File: src/rtl/seg_scan_if.sv
// seg_scan_if: display-bus sample lines plus the decoded-frame valid/ready channel.
interface seg_scan_if;
  logic [3:0]  an_L;
  logic [6:0]  seg_L;
  logic [15:0] out_data;
  logic [3:0]  out_err;
  logic        out_valid;
  logic        out_ready;
  logic        overrun;

  modport slave (
    input  an_L, seg_L, out_ready,
    output out_data, out_err, out_valid, overrun
  );

  modport master (
    output an_L, seg_L, out_ready,
    input  out_data, out_err, out_valid, overrun
  );
endinterface

File: src/rtl/seg_scan_decoder.sv
// seg_scan_decoder: watches a scanned 4-digit active-low 7-segment bus, captures
// each digit once its pattern holds steady, decodes it to a nibble and hands the
// assembled frame out over valid/ready. Optional macro SEGDEC_HEX_EN enables
// decoding of the A-F glyphs; without it only 0-9 decode cleanly.
module seg_scan_decoder #(
  parameter int unsigned STABLE_CYCLES = 4
) (
  input logic     clk,
  input logic     rst_n,
  seg_scan_if.slave bus
);

  localparam int unsigned CNT_W = 8;
  localparam logic [CNT_W-1:0] CNT_MAX = CNT_W'(STABLE_CYCLES - 1);
  localparam logic [CNT_W-1:0] CNT_HIT = CNT_W'(STABLE_CYCLES - 2);

  typedef enum logic {COLLECT, FULL} state_t;

  state_t           state, state_next;
  logic [3:0]       smp_an;
  logic [6:0]       smp_seg;
  logic [CNT_W-1:0] stab_cnt;
  logic [15:0]      work_data;
  logic [3:0]       work_err;
  logic [3:0]       mask;
  logic [15:0]      data_q;
  logic [3:0]       err_q;
  logic             valid_q;
  logic             overrun_q;

  logic             same_c;
  logic             legal_c;
  logic             capture_c;
  logic [1:0]       slot_c;
  logic [3:0]       nib_c;
  logic             bad_c;
  logic             load_c;
  logic             drop_c;

  assign bus.out_data  = data_q;
  assign bus.out_err   = err_q;
  assign bus.out_valid = valid_q;
  assign bus.overrun   = overrun_q;

  // New bus sample matches the held sample; a capture fires as the run count reaches its target
  assign same_c    = (bus.an_L == smp_an) && (bus.seg_L == smp_seg);
  assign capture_c = same_c && legal_c && (stab_cnt == CNT_HIT);

  // Strobe legality and slot index: exactly one strobe bit low
  always_comb begin
    legal_c = 1'b1;
    slot_c  = 2'd0;
    case (smp_an)
      4'b1110: slot_c = 2'd0;
      4'b1101: slot_c = 2'd1;
      4'b1011: slot_c = 2'd2;
      4'b0111: slot_c = 2'd3;
      default: legal_c = 1'b0;
    endcase
  end

  // Segment pattern to nibble; anything outside the glyph table is flagged
  always_comb begin
    nib_c = 4'h0;
    bad_c = 1'b0;
    case (smp_seg)
      7'h40: nib_c = 4'h0;
      7'h79: nib_c = 4'h1;
      7'h24: nib_c = 4'h2;
      7'h30: nib_c = 4'h3;
      7'h19: nib_c = 4'h4;
      7'h12: nib_c = 4'h5;
      7'h02: nib_c = 4'h6;
      7'h78: nib_c = 4'h7;
      7'h00: nib_c = 4'h8;
      7'h10: nib_c = 4'h9;
`ifdef SEGDEC_HEX_EN
      7'h08: nib_c = 4'hA;
      7'h03: nib_c = 4'hB;
      7'h46: nib_c = 4'hC;
      7'h21: nib_c = 4'hD;
      7'h06: nib_c = 4'hE;
      7'h0E: nib_c = 4'hF;
`endif
      default: bad_c = 1'b1;
    endcase
  end

  // Input sampling and saturating stability counter
  always_ff @(posedge clk) begin
    if (!rst_n) begin
      smp_an   <= 4'hF;
      smp_seg  <= 7'h7F;
      stab_cnt <= '0;
    end else begin
      smp_an  <= bus.an_L;
      smp_seg <= bus.seg_L;
      if (same_c && legal_c) begin
        if (stab_cnt != CNT_MAX) stab_cnt <= stab_cnt + CNT_W'(1);
      end else begin
        stab_cnt <= '0;
      end
    end
  end

  // Working frame: slot writes on capture, mask clears when the frame leaves FULL
  always_ff @(posedge clk) begin
    if (!rst_n) begin
      work_data <= '0;
      work_err  <= '0;
      mask      <= '0;
    end else begin
      if (load_c || drop_c) mask <= '0;
      if (capture_c) begin
        mask[slot_c]                     <= 1'b1;
        work_data[{slot_c, 2'b00} +: 4]  <= nib_c;
        work_err[slot_c]                 <= bad_c;
      end
    end
  end

  // Frame FSM state register
  always_ff @(posedge clk) begin
    if (!rst_n) state <= COLLECT;
    else        state <= state_next;
  end

  // Frame FSM next state: in FULL either load the output register or drop the frame
  always_comb begin
    state_next = state;
    load_c     = 1'b0;
    drop_c     = 1'b0;
    case (state)
      COLLECT: if (mask == 4'hF) state_next = FULL;
      FULL: begin
        state_next = COLLECT;
        if (!valid_q || bus.out_ready) load_c = 1'b1;
        else                           drop_c = 1'b1;
      end
      default: state_next = COLLECT;
    endcase
  end

  // Output register, handshake and sticky overrun
  always_ff @(posedge clk) begin
    if (!rst_n) begin
      data_q    <= '0;
      err_q     <= '0;
      valid_q   <= 1'b0;
      overrun_q <= 1'b0;
    end else begin
      if (load_c) begin
        data_q  <= work_data;
        err_q   <= work_err;
        valid_q <= 1'b1;
      end else if (valid_q && bus.out_ready) begin
        valid_q <= 1'b0;
      end
      if (drop_c) overrun_q <= 1'b1;
    end
  end

endmodule

File: src/flat_wrapper.sv
// flat-port wrapper written by rule: the top's interface ports become plain ports
module seg_scan_decoder_flat 
#(
  parameter int unsigned STABLE_CYCLES = 4
)
  (clk, rst_n, bus_an_L, bus_seg_L, bus_out_ready, bus_out_data, bus_out_err, bus_out_valid, bus_overrun);
  seg_scan_if bus_i ();
  input logic clk;
  input logic rst_n;
  input wire logic [$bits(bus_i.an_L)-1:0] bus_an_L;
  input wire logic [$bits(bus_i.seg_L)-1:0] bus_seg_L;
  input wire logic [$bits(bus_i.out_ready)-1:0] bus_out_ready;
  output wire logic [$bits(bus_i.out_data)-1:0] bus_out_data;
  output wire logic [$bits(bus_i.out_err)-1:0] bus_out_err;
  output wire logic [$bits(bus_i.out_valid)-1:0] bus_out_valid;
  output wire logic [$bits(bus_i.overrun)-1:0] bus_overrun;
  assign bus_i.an_L = bus_an_L;
  assign bus_i.seg_L = bus_seg_L;
  assign bus_i.out_ready = bus_out_ready;
  assign bus_out_data = bus_i.out_data;
  assign bus_out_err = bus_i.out_err;
  assign bus_out_valid = bus_i.out_valid;
  assign bus_overrun = bus_i.overrun;
  seg_scan_decoder #(.STABLE_CYCLES(STABLE_CYCLES)) u_core (.clk(clk), .rst_n(rst_n), .bus(bus_i));
endmodule
File: config.mk
export PLATFORM = sky130hd
export DESIGN_NAME = seg_scan_decoder_flat
export DESIGN_NICKNAME = d
export VERILOG_FILES = /design/src/rtl/seg_scan_if.sv /design/src/rtl/seg_scan_decoder.sv /design/src/flat_wrapper.sv
export SDC_FILE = /design/constraint.sdc
export NUM_CORES = 1
export LEC_CHECK = 0
export CAP_MARGIN = 20
export CELL_PAD_IN_SITES_DETAIL_PLACEMENT = 1
export CELL_PAD_IN_SITES_GLOBAL_PLACEMENT = 2
export CORE_MARGIN = 5
export CORE_UTILIZATION = 36
export DETAILED_ROUTE_END_ITERATION = 10
export PLACE_DENSITY_LB_ADDON = 0.25
export SYNTH_ARGS = -nofsm -noshare
export SYNTH_HDL_FRONTEND = slang
export SYNTH_SLANG_ARGS = --single-unit
File: constraint.sdc
create_clock -name clk -period 3.2 [get_ports clk]
set_input_delay 0.64 -clock clk [delete_from_list [all_inputs] [get_ports clk]]
set_output_delay 0.64 -clock clk [all_outputs]
set_load 0.01 [all_outputs]
# Yosys cells after proc, flatten, opt, wreduce, memory -nomap -nowiden
# Index checks and enable logic that the tools add are counted.
# totals
reg_bits	66
output_inout_bits	22
word_cells	69
# classes
n_addsub	2
order_cmp	2
n_eq_ne	18
shifts	2
mux	19
n_bitwise	2
reduce_logical	13
# op_table
cell	count
$pmux W4 S9	1
$eq A7 B5 Y1 const B	3
$eq A7 B7 Y1 const B	3
$bwmux W16	1
$eq A4 B4 Y1 const B	4
$shift A4 B6 Y16 const A	1
$shiftx A4 B6 Y16	1
$eq A7 B6 Y1 const B	2
$mux W4	3
$mux W1	10
$reduce_or A10 Y1	1
$add A8 B1 Y8 const B	1
$eq A8 B2 Y1 const B	1
$ne A8 B2 Y1 const B	1
$eq A7 B2 Y1 const B	1
$eq A7 B7 Y1	1
$logic_not A7 Y1	1
$neg A4 Y6	1
$pmux W2 S3	1
$logic_and A1 B1 Y1	5
$bwmux W4	1
$eq A4 B3 Y1 const B	1
$eq A4 B4 Y1	1
$or A4 B4 Y4	1
other kinds (10)	11

# Longest topological paths before layout
# logic_depth
word_depth	9
mapped_depth	9
depth_no_buf	8

# Worst setup path before layout
# OpenSTA, ideal clock, no wires.
# synth_path
path_kind	register -> register
from	register u_core.smp_an[3]
to	register u_core.work_data[4]
setup_ps	69
arrival_ps	2006
required_ps	3131
slack_ps	1125
path_stages_with_launch	9
path_buffers	1
period_less_slack_ps	2075
cell_sequence	dfxtp_1 xor2_1 and3_1 clkbuf_1 inv_1 ha_1 nand2b_1 or4_4 o21ai_1
# synth_via
elab_chain_len	5
# synth_lines
item	line	text
start: declaration	seg_scan_decoder.sv:20	logic [3:0] smp_an;
start signal: assignment	seg_scan_decoder.sv:96	smp_an <= bus.an_L;
$eq A4 B3 Y1 / $eq A4 B4 Y1 (equally long branches)	seg_scan_decoder.sv:53	case (smp_an)
$pmux W2 S3 / $reduce_or A4 Y1 (equally long branches)	--	
$neg A4 Y6 / $mux W1 (equally long branches)	seg_scan_decoder.sv:116, seg_scan_decoder.sv:53	
$shiftx A4 B6 Y16, or another cell as far along	seg_scan_decoder.sv:116	work_data[{slot_c, 2'b00} +: 4] <= nib_c;
$bwmux W16 / $logic_and A1 B1 Y1 (equally long branches)	seg_scan_decoder.sv:116, seg_scan_decoder.sv:47	
end signal: indexed assignment	seg_scan_decoder.sv:116	
end: declaration	seg_scan_decoder.sv:23	logic [15:0] work_data;
# Several ways; a longest one is shown, not always the timed one.
# A chain may end at the register's enable or synchronous reset.

# Worst setup path after layout
# layout_path
from	input bus_seg_L[0]
to	register u_core.work_data[8]
# layout_via
elab_chain_len	4
# layout_lines
item	line	text
start: declaration	flat_wrapper.sv:11	input wire logic [$bits(bus_i.seg_L)-1:0] bus_seg_L;
$eq A7 B7 Y1	seg_scan_decoder.sv:46	assign same_c = (bus.an_L == smp_an) && (bus.seg_L == smp_seg);
$logic_and A1 B1 Y1	seg_scan_decoder.sv:46	
$logic_and A1 B1 Y1 (2 in series)	seg_scan_decoder.sv:47	assign capture_c = same_c && legal_c && (stab_cnt == CNT_HIT);
# No other way between the ends.

==> impl_metrics.csv <==
group,metric,value,unit
final_layout,nets,387,
global_routing,grt_start_max_net_pins,42,
critical_path,crit_slowest_cell,"clkdlybuf4s50_1",
detailed_routing,first_pass_iters,4,
clock_tree,cts-hold-fix-buffers,0,
place,placed_cells,456,
min_path,hp-class,"reg2reg",
sta,rsz0062_at_grt,"no",
critical_path,critPathKind,"in2reg",
floorplanning,core.rowCount,32,
yosys,yosysMostFrequentCell,"dfxtp_1",
yosys,synthDistinctLibCells,44,
clock_tree,cts_buffers,9,
yosys,ys_seq_area_share,45.5,%
critical_path,cp_cell_sequence,"clkdlybuf4s50_1, xor2_1, nor4_1, and4_1, nand4_1, mux2i_1",
sta,worst_pin_slew,0.751,ns
yosys,yosysTopAreaCell,"dfxtp_1",
floorplanning,core_area,7810,um^2
floorplanning,ios,36,
final_layout,syn2layout_area_growth,22.6,%
global_routing,grt_util_met1,18.8,%
floorplanning,die_area,9960,um^2
critical_path,path_delay_family,"simple AND/OR/NAND/NOR gates",
run_status,status,"finished clean",
yosys,synth.top_cell.area_share,45.5,%
floorplanning,die_w,99.8,um
clock_tree,clk_path_buf_depth,2,
power_and_ir_drop,leakage,0.00127,uW
sta,setup_tns,0,ns
place,place_congestion,0.790,
power_and_ir_drop,power_density,490,nW/um^2
critical_path,crit_buf_inv,1,
sta,max_clock_freq,428,MHz
global_routing,grtUsageMet3,2.85,%
yosys,yosys-top-cells-count,"dfxtp_1 (66), nand2_1 (64), a21oi_1 (27)",
critical_path,required,3.43,ns
yosys,syn_nets,356,
global_routing,antenna_found_initial,0,
yosys,synth_area_per_cell,8.69,um^2
sta,finalHoldViolations,0,
flow_run,drv_cap,0,
critical_path,cpPeakStageDelay,0.43,ns
yosys,synthCells,334,
clock_tree,cts_resized,0,
power_and_ir_drop,ir_drop,0.194,mV
yosys,yosys_most_used_dff,"dfxtp_1",
yosys,synth_area_leaders,"dfxtp_1 (46%), nand2_1 (8.3%), xor2_1 (5.7%), a21oi_1 (4.7%), nand2b_1 (3.7%)",
global_routing,grt_pass1_wl,11800,um
place,dpl_worst_slack,0.477,ns
global_routing,grt_use_met2,24.0,%
floorplanning,die_y,99.8,um
critical_path,critPathCaptureType,"flop",
detailed_routing,totalWireLength,6890,um
global_routing,grt-ovfl-total,0,
clock_tree,ctsHtreeMaxLevel,3,
yosys,synth_edf_count,0,
place,numPortBuffers,35,
critical_path,cp-start-kind,"input port",
detailed_routing,avgViaCountPerCell,5.07,
final_layout,layout-drive-gt1-share,6.76,%
floorplanning,start_util,37.2,%
clock_tree,cts_tree,"done",
sta,slew_viol_final,0,
place,hpwl,4970,um
yosys,netlist_area,2900,um^2
final_layout,num_antenna_cells,0,
sta,finalClockSkew,0.00850,ns
sta,slew_headroom,49.9,%
sta,setup_viol,0,
yosys,ys_seq_elements,66,
clock_tree,clk_latency,0.35,ns
detailed_routing,dr_total_vias,2391,
clock_tree,root_buffer,"clkbuf_8",
detailed_routing,final_antenna_net_count,0,
detailed_routing,routedWlPerCell,14.6,um
yosys,synth_warnings,0,
sta,layout_setup_ws,0.865,ns
sta,min_period_over_period,73.0,%
global_routing,grt_pass1_vias,2435,
global_routing,grt_use_total,14.7,%
sta,fin_crit,2.33,ns
clock_tree,postCtsSetupBuffers,0,
final_layout,final_cells,472,
clock_tree,numClockSinks,66,
global_routing,grt-busiest-layer,"met2",
critical_path,worstPathMaxFanout,6,
yosys,ys_async_sr_fraction,0,%
critical_path,arrival,2.56,ns
clock_tree,path_clk_slew,0.07,ns
detailed_routing,drc,0,
detailed_routing,drt_iter0_drc,51,
sequential cells by signal, summed over array words and instances (netlist names):
signal and count:
u_core.bus.out_err 4, u_core.bus.overrun 1, u_core.bus.out_data 16, u_core.work_data 16, u_core.smp_seg 7, u_core.work_err 4, u_core.mask 4, u_core.state 1
u_core.stab_cnt 8, u_core.bus.out_valid 1, u_core.smp_an 4
routing by layer:
layer  routed length (um)  vias up
met5                    0        -
met4                  118        0
met3                  219       12
met2                 3200       32
met1                 3360     1129
li1                     -     1218
through the flow:
stage	util [%]	total power [uW]	hold slack, ns	cell area, um^2
after floorplan	-	919	0.425	2900
after global placement	42.6	954	0.438	3330
after detailed placement	42.6	956	0.450	3330
after CTS	45.5	1770	0.461	3560
after global routing	45.5	1810	0.474	3560
final	45.5	1740	0.457	3560
power breakdown:
group	leakage (uW)	switching, uW	internal, uW
clock	0.000109	344	461
sequential	0.000535	13.1	828
combinational	0.000627	54.1	40.8
total	0.00127	411	1330
cell families after synthesis:
kind of cell	Yosys count	synth area share, %
AO/OA/AOI/OAI	54	11.2
XOR/XNOR	21	6.34
adder cells (fa/ha/maj)	8	3.45
buffers and inverters	21	2.76
flip-flops	66	45.5
multiplexers	9	3.10
AND/OR/NAND/NOR	155	27.6
layout make-up:
cell class	count	area, um^2
Fill cell	912	4250
Timing Repair Buffer	37	365
Clock inverter	6	88.8
Multi-Input combinational cell	247	1500
Clock buffer	10	138
Inverter	4	15.0
Tap cell	102	128
Sequential cell	66	1320
worst register-to-register path: stages (launching register included):
cell and delay [ns]:
dfxtp_1 0.43, xor2_1 0.16, and3_1 0.35, inv_1 0.14, ha_1 0.26, nand2b_1 0.17
or4_4 0.52, o21ai_1 0.14
worst paths after layout:
path                                                     startpoint                             endpoint  cells after the start  slack, ns
worst max-delay path                                   bus_seg_L[0]     u_core.work_data[8]$_SDFFE_PN0P_                      6       0.87
worst min-delay path            u_core.bus.out_data[8]$_SDFFE_PN0P_  u_core.bus.out_data[8]$_SDFFE_PN0P_                      2       0.46
worst max register to register          u_core.smp_an[3]$_SDFF_PN1_     u_core.work_data[4]$_SDFFE_PN0P_                      7       0.96
worst min register to register  u_core.bus.out_data[8]$_SDFFE_PN0P_  u_core.bus.out_data[8]$_SDFFE_PN0P_                      2       0.46
cells in the final DEF (no fill, tap or decap), drive strengths merged, types with 5 or more instances in the layout:
master and instances:
dfxtp 66, o211ai 9, nand4 9, o21ai 8, xor2 19, nor2 17, inv 5, clkdlybuf4s50 35
mux2i 9, nor3 5, ha 8, clkbuf 10, nand2b 17, a21oi 27, nand2 64, nand3 13
(Power assumes the default switching activity.)
==> variant 1 (same flow settings) <==
Add a define of `SEGDEC_HEX_EN`.
--- a/src/rtl/seg_scan_decoder.sv
+++ b/src/rtl/seg_scan_decoder.sv
@@ -2,6 +2,8 @@
 // each digit once its pattern holds steady, decodes it to a nibble and hands the
 // assembled frame out over valid/ready. Optional macro SEGDEC_HEX_EN enables
 // decoding of the A-F glyphs; without it only 0-9 decode cleanly.
+`define SEGDEC_HEX_EN
+
 module seg_scan_decoder #(
   parameter int unsigned STABLE_CYCLES = 4
 ) (
Behaviour: no difference found for any inputs over 10 cycles, from zero or initial values and one cycle with rst_n low; that may be too few to reach the edited logic, so the function may still have changed.
==> variant 1 against the original RTL <==
  * Sequential cell count unchanged
  * Final cell count up 5.1%
  * Clock power about the same
  * Total power up 1.3%
  * Fmax down 2.1%
  * Worst setup slack worse by 50 ps
  * Wire length up 4.8%
  * Global-route usage up 0.31 points
  * Synthesized area up 7.6%
  * First-iteration DRC count down 5.9%
  * Non-clock buffer count up 2
  * Cell area up 5.4%
==> variant 1: results (changes against the original RTL) <==
| Metric | Value |
|---|---|
| Synth Area in Compound Gates | 14.9% (+3.7 points) |
| Non-clock buffer share of cell area | 10.1% (-0.13 points) |
| XOR/XNOR Fraction of Synth Area | 5.85% (-0.49 points) |
| Ratio of cells with drive above 1 in the final layout | 7.73% (+0.98 points) |
| Multiplexer share of the synthesized area | 2.89% (-0.22 points) |
| RePlAce Congestion | 0.758 (-4.1%) |
| Psw | 0.423 mW (+2.9%) |
| Hold_sp | u_core.mask[1] |
| Pint | 1.34 mW (+0.79%) |
| Vias in the first global route | 2,518 (+3.4%) |
| First-pass GRT wire length | 12,400 µm (+5.4%) |
| DP Wirelength | 5110 µm (+2.8%) |
| Rel. slew slack | 45.7% (-4.3 points) |
| Area Growth Syn to Fin | 20.1% |
| Inverters | 5 (+1) |
| R2R setup slack | 820 ps (-140 ps) |
| # fillers | 998 (+9.4%) |
| VDD IR max | 0.174 mV (-10%) |
| Clock skew | 8.09 ps (-0.408 ps) |
| Top cells by count, synth | dfxtp_1 (66), nand2_1 (57), a21oi_1 (23), nor2_1 (17), nand2b_1 (15) |
| P_comb | 0.107 mW (+13%) |
| Crit Path Max Fanout | 12 (+6) |
| Dpl cell area | 3510 µm² (+5.5%) |
| Outcome | completed |
| Place WS | 568 ps (+91.7 ps) |
| Worst R2R End | u_core.work_data[15] |
| DR vias/cell | 5.18 (+2.2%) |
| Highest Clock Rate | 0.419 GHz (-2.1%) |
| Wire per inst | 14.6 µm (-0.31%) |
| Net Count, Synth | 379 (+6.5%) |
| Via count | 2,569 (+7.4%) |
| Tot GR Track Use | 15.0% (+0.31 points) |
| Syn avg cell area | 8.77 µm² (+0.94%) |
| Sequential share of the synthesized area | 42.3% (-3.2 points) |
-- variant 1: cell count changes in the layout (fill, tap and decap cells not counted), sizes merged, moves of 3 or more --
cell    before  now
a21oi       27   23
and3         4   13
and4         4    0
nand2       64   57
nor2b        3    6
nor4bb       0    4
o211ai       9   12
o31ai        0    6
xnor2        2   13
xor2        19    7
-- variant 1: routing by layer --
layer | global-route usage (%) | routed length, µm
met4 | 6.27 | 117
met3 | 3.18 | 324
met2 | 22.3 | 3140
met5 | 0 | 0
met1 | 20.9 | 3640
-- variant 1: worst min-delay path by stage --
stage	depth (start not counted)	slack, ps	to
floorplan	2	430	u_core.state
global placement	2	440	u_core.bus.out_data[5]
detailed placement	2	450	u_core.bus.out_err[3]
CTS	2	460	u_core.bus.out_err[3]
global route	2	480	u_core.bus.out_data[3]
finish	2	460	u_core.state
==> variant 2 (same flow settings) <==
Without the edit above. One comparison of `stab_cnt` changes from == to >=.
--- a/src/rtl/seg_scan_decoder.sv
+++ b/src/rtl/seg_scan_decoder.sv
@@ -44,7 +44,7 @@
 
   // New bus sample matches the held sample; a capture fires as the run count reaches its target
   assign same_c    = (bus.an_L == smp_an) && (bus.seg_L == smp_seg);
-  assign capture_c = same_c && legal_c && (stab_cnt == CNT_HIT);
+  assign capture_c = same_c && legal_c && (stab_cnt >= CNT_HIT);
 
   // Strobe legality and slot index: exactly one strobe bit low
   always_comb begin
Behaviour: no difference found for any inputs over 10 cycles, from zero or initial values and one cycle with rst_n low; that may be too few to reach the edited logic, so the function may still have changed.
==> variant 2 against the original RTL <==
  * Worst setup slack got worse by 240 ps
  * Wire length is 4.2% lower
  * Total power fell by 6.9%
  * Clock power is 16% lower
  * Cell area up 1.2%
  * Sequential cell count did not move
  * Synthesized area grew 2.5%
  * Fmax fell by 9.3%
  * Critical path depth unchanged
==> variant 2: results (changes against the original RTL) <==
| Metric | Value |
|---|---|
| Placed Cells | 467 (+2.4%) |
| Net Count, Synth | 364 (+2.2%) |
| Vias in the first global route | 2,365 (-2.9%) |
| Crit Path Max Fanout | 14 (+8) |
| DR WL met2 | 2900 µm (-9.2%) |
| DP Wirelength | 4920 µm (-1.0%) |
| Hold EP | u_core.work_err[1] |
| First-pass GRT wire length | 11,300 µm (-4.3%) |
| Ratio of cells with drive above 1 in the final layout | 6.61% (-0.14 points) |
| IO buf count | 35 (unchanged) |
| Synth area leaders | dfxtp_1 (44%), nand2_1 (8.5%), a21boi_0 (5.0%) |
| Worst R2R Start | u_core.smp_seg[6] |
| VDD IR max | 0.190 mV (-2.1%) |
| Worst-skew pair later-pin latency | 340 ps |
| Hold_sp | u_core.work_err[1] |
| Static Leak | 1.20 nW (-5.4%) |
| Met1 wire length | 3330 µm (-1.0%) |
| Fin cells | 483 (+2.3%) |
| Rel. slew slack | 50.6% (+0.67 points) |
| Gate Count Post-Synth | 341 (+2.1%) |
| Wire per inst | 13.7 µm (-6.4%) |
| CP arrival | 2840 ps (+280 ps) |
| Worst R2R End | u_core.work_data[1] |
| Clock skew | 9.69 ps (+1.19 ps) |
| R2R setup slack | 880 ps (-80 ps) |
| RePlAce Congestion | 0.810 (+2.6%) |
| Top cells by count, synth | nand2_1 (67), dfxtp_1 (66), a21boi_0 (20), nor2_1 (17), xnor2_1 (16) |
| M2 GR Usage | 21.7% (-2.3 points) |
| Ant diodes | 0 (unchanged) |
| Via count | 2,343 (-2.0%) |
| Met3 GRT Util | 3.60% (+0.75 points) |
| CTS clk-pin slew, worst paths | 70 ps (about the same) |
| Cell depth of the worst hold path | 2 (unchanged) |
| Synth cell types | 45 (+2.3%) |
| R2r worst-path depth | 5 (-2) |
| Final #Nets | 396 (+2.3%) |
| Outcome | completed |
| Number of setup buffers added after CTS | 0 (unchanged) |
| Largest net degree at the start of global routing | 36 (-14%) |
| Sequential share of the synthesized area | 44.4% (-1.1 points) |
| Top layer in use | met4 |
| Iter 0 DRT Violations | 64 (+25%) |
| Tot GR Track Use | 14.0% (-0.69 points) |
| Met3 wire len | 259 µm (+18%) |
| M1 GR Usage | 18.3% (-0.41 points) |
| Pint | 1.24 mW (-7.1%) |
==> variant 2: cell types whose count changed after synthesis, moves of 3 or more <==
cell      unedited run  this run
o22ai_1              0         3
nor2b_1              3        10
nand2_1             64        67
xnor2_1              2        16
a21oi_1             27         2
o21a_1               3         7
and4_1               3         0
nor4_1               4         1
xor2_1              19         6
nor3b_1              1         5
inv_1                3         7
a21boi_0             2        20
==> variant 2: critical path: stages <==
cell,delay [ps]
clkdlybuf4s50_1,490
xnor2_1,120
nand3_1,130
or4b_1,810
nor2_2,420
mux2i_1,220
==> variant 2: worst max-delay path by stage <==
stage                 startpoint  slack (ps)  cells past startpoint              endpoint
floorplan           bus_seg_L[4]        1090                      6  u_core.work_data[10]
global placement    bus_seg_L[6]         290                      6    u_core.work_err[0]
detailed placement  bus_seg_L[3]         250                      6   u_core.work_data[1]
CTS                 bus_seg_L[6]         600                      6   u_core.work_data[1]
global route         bus_an_L[1]         490                      6   u_core.work_data[0]
finish              bus_seg_L[6]         630                      6   u_core.work_data[1]
==> variant 2: area by class of cell <==
class	count	area, µm²
Multi-Input combinational cell	250	1560
Sequential cell	66	1320
Inverter	7	26.3
Clock inverter	5	55.1
Timing Repair Buffer	39	375
Tap cell	105	131
Fill cell	953	4540
Clock buffer	11	131
==> variant 2: logic make-up (layout without fill, tap and decap cells) <==
| group | Yosys count | count (layout) | share of synthesized area, % |
|---|---|---|---|
| AO/OA/AOI/OAI | 58 | 58 | 14.1 |
| XOR/XNOR | 22 | 22 | 6.48 |
| adder cells (fa/ha/maj) | 9 | 9 | 3.78 |
| buffers and inverters | 25 | 62 | 3.24 |
| flip-flops | 66 | 66 | 44.4 |
| multiplexers | 8 | 8 | 2.69 |
| AND/OR/NAND/NOR | 153 | 153 | 25.3 |
==> variant 2: power by group through the flow <==
stage | registers, mW | clock network (mW) | logic [mW]
2_1_floorplan | 0.853 | 0 | 0.0750
3_3_place_gp | 0.861 | 0 | 0.103
3_5_place_dp | 0.862 | 0 | 0.105
4_1_cts | 0.842 | 0.703 | 0.105
5_1_grt | 0.844 | 0.737 | 0.116
6_report | 0.842 | 0.676 | 0.103
==> variant 2: metrics by stage <==
| stage | utilization (%) | worst slack, ps | hold slack [ps] | power [mW] | instance area [µm²] |
|---|---|---|---|---|---|
| 6_report | 44.2 | 626 | 464 | 1.62 | 3600 |
| 2_1_floorplan | - | 1090 | 430 | 0.928 | 2980 |
| 3_3_place_gp | 41.9 | 295 | 447 | 0.964 | 3410 |
| 5_1_grt | 44.2 | 489 | 477 | 1.70 | 3600 |
| 3_5_place_dp | 41.9 | 246 | 449 | 0.966 | 3410 |
| 4_1_cts | 44.2 | 605 | 465 | 1.65 | 3600 |
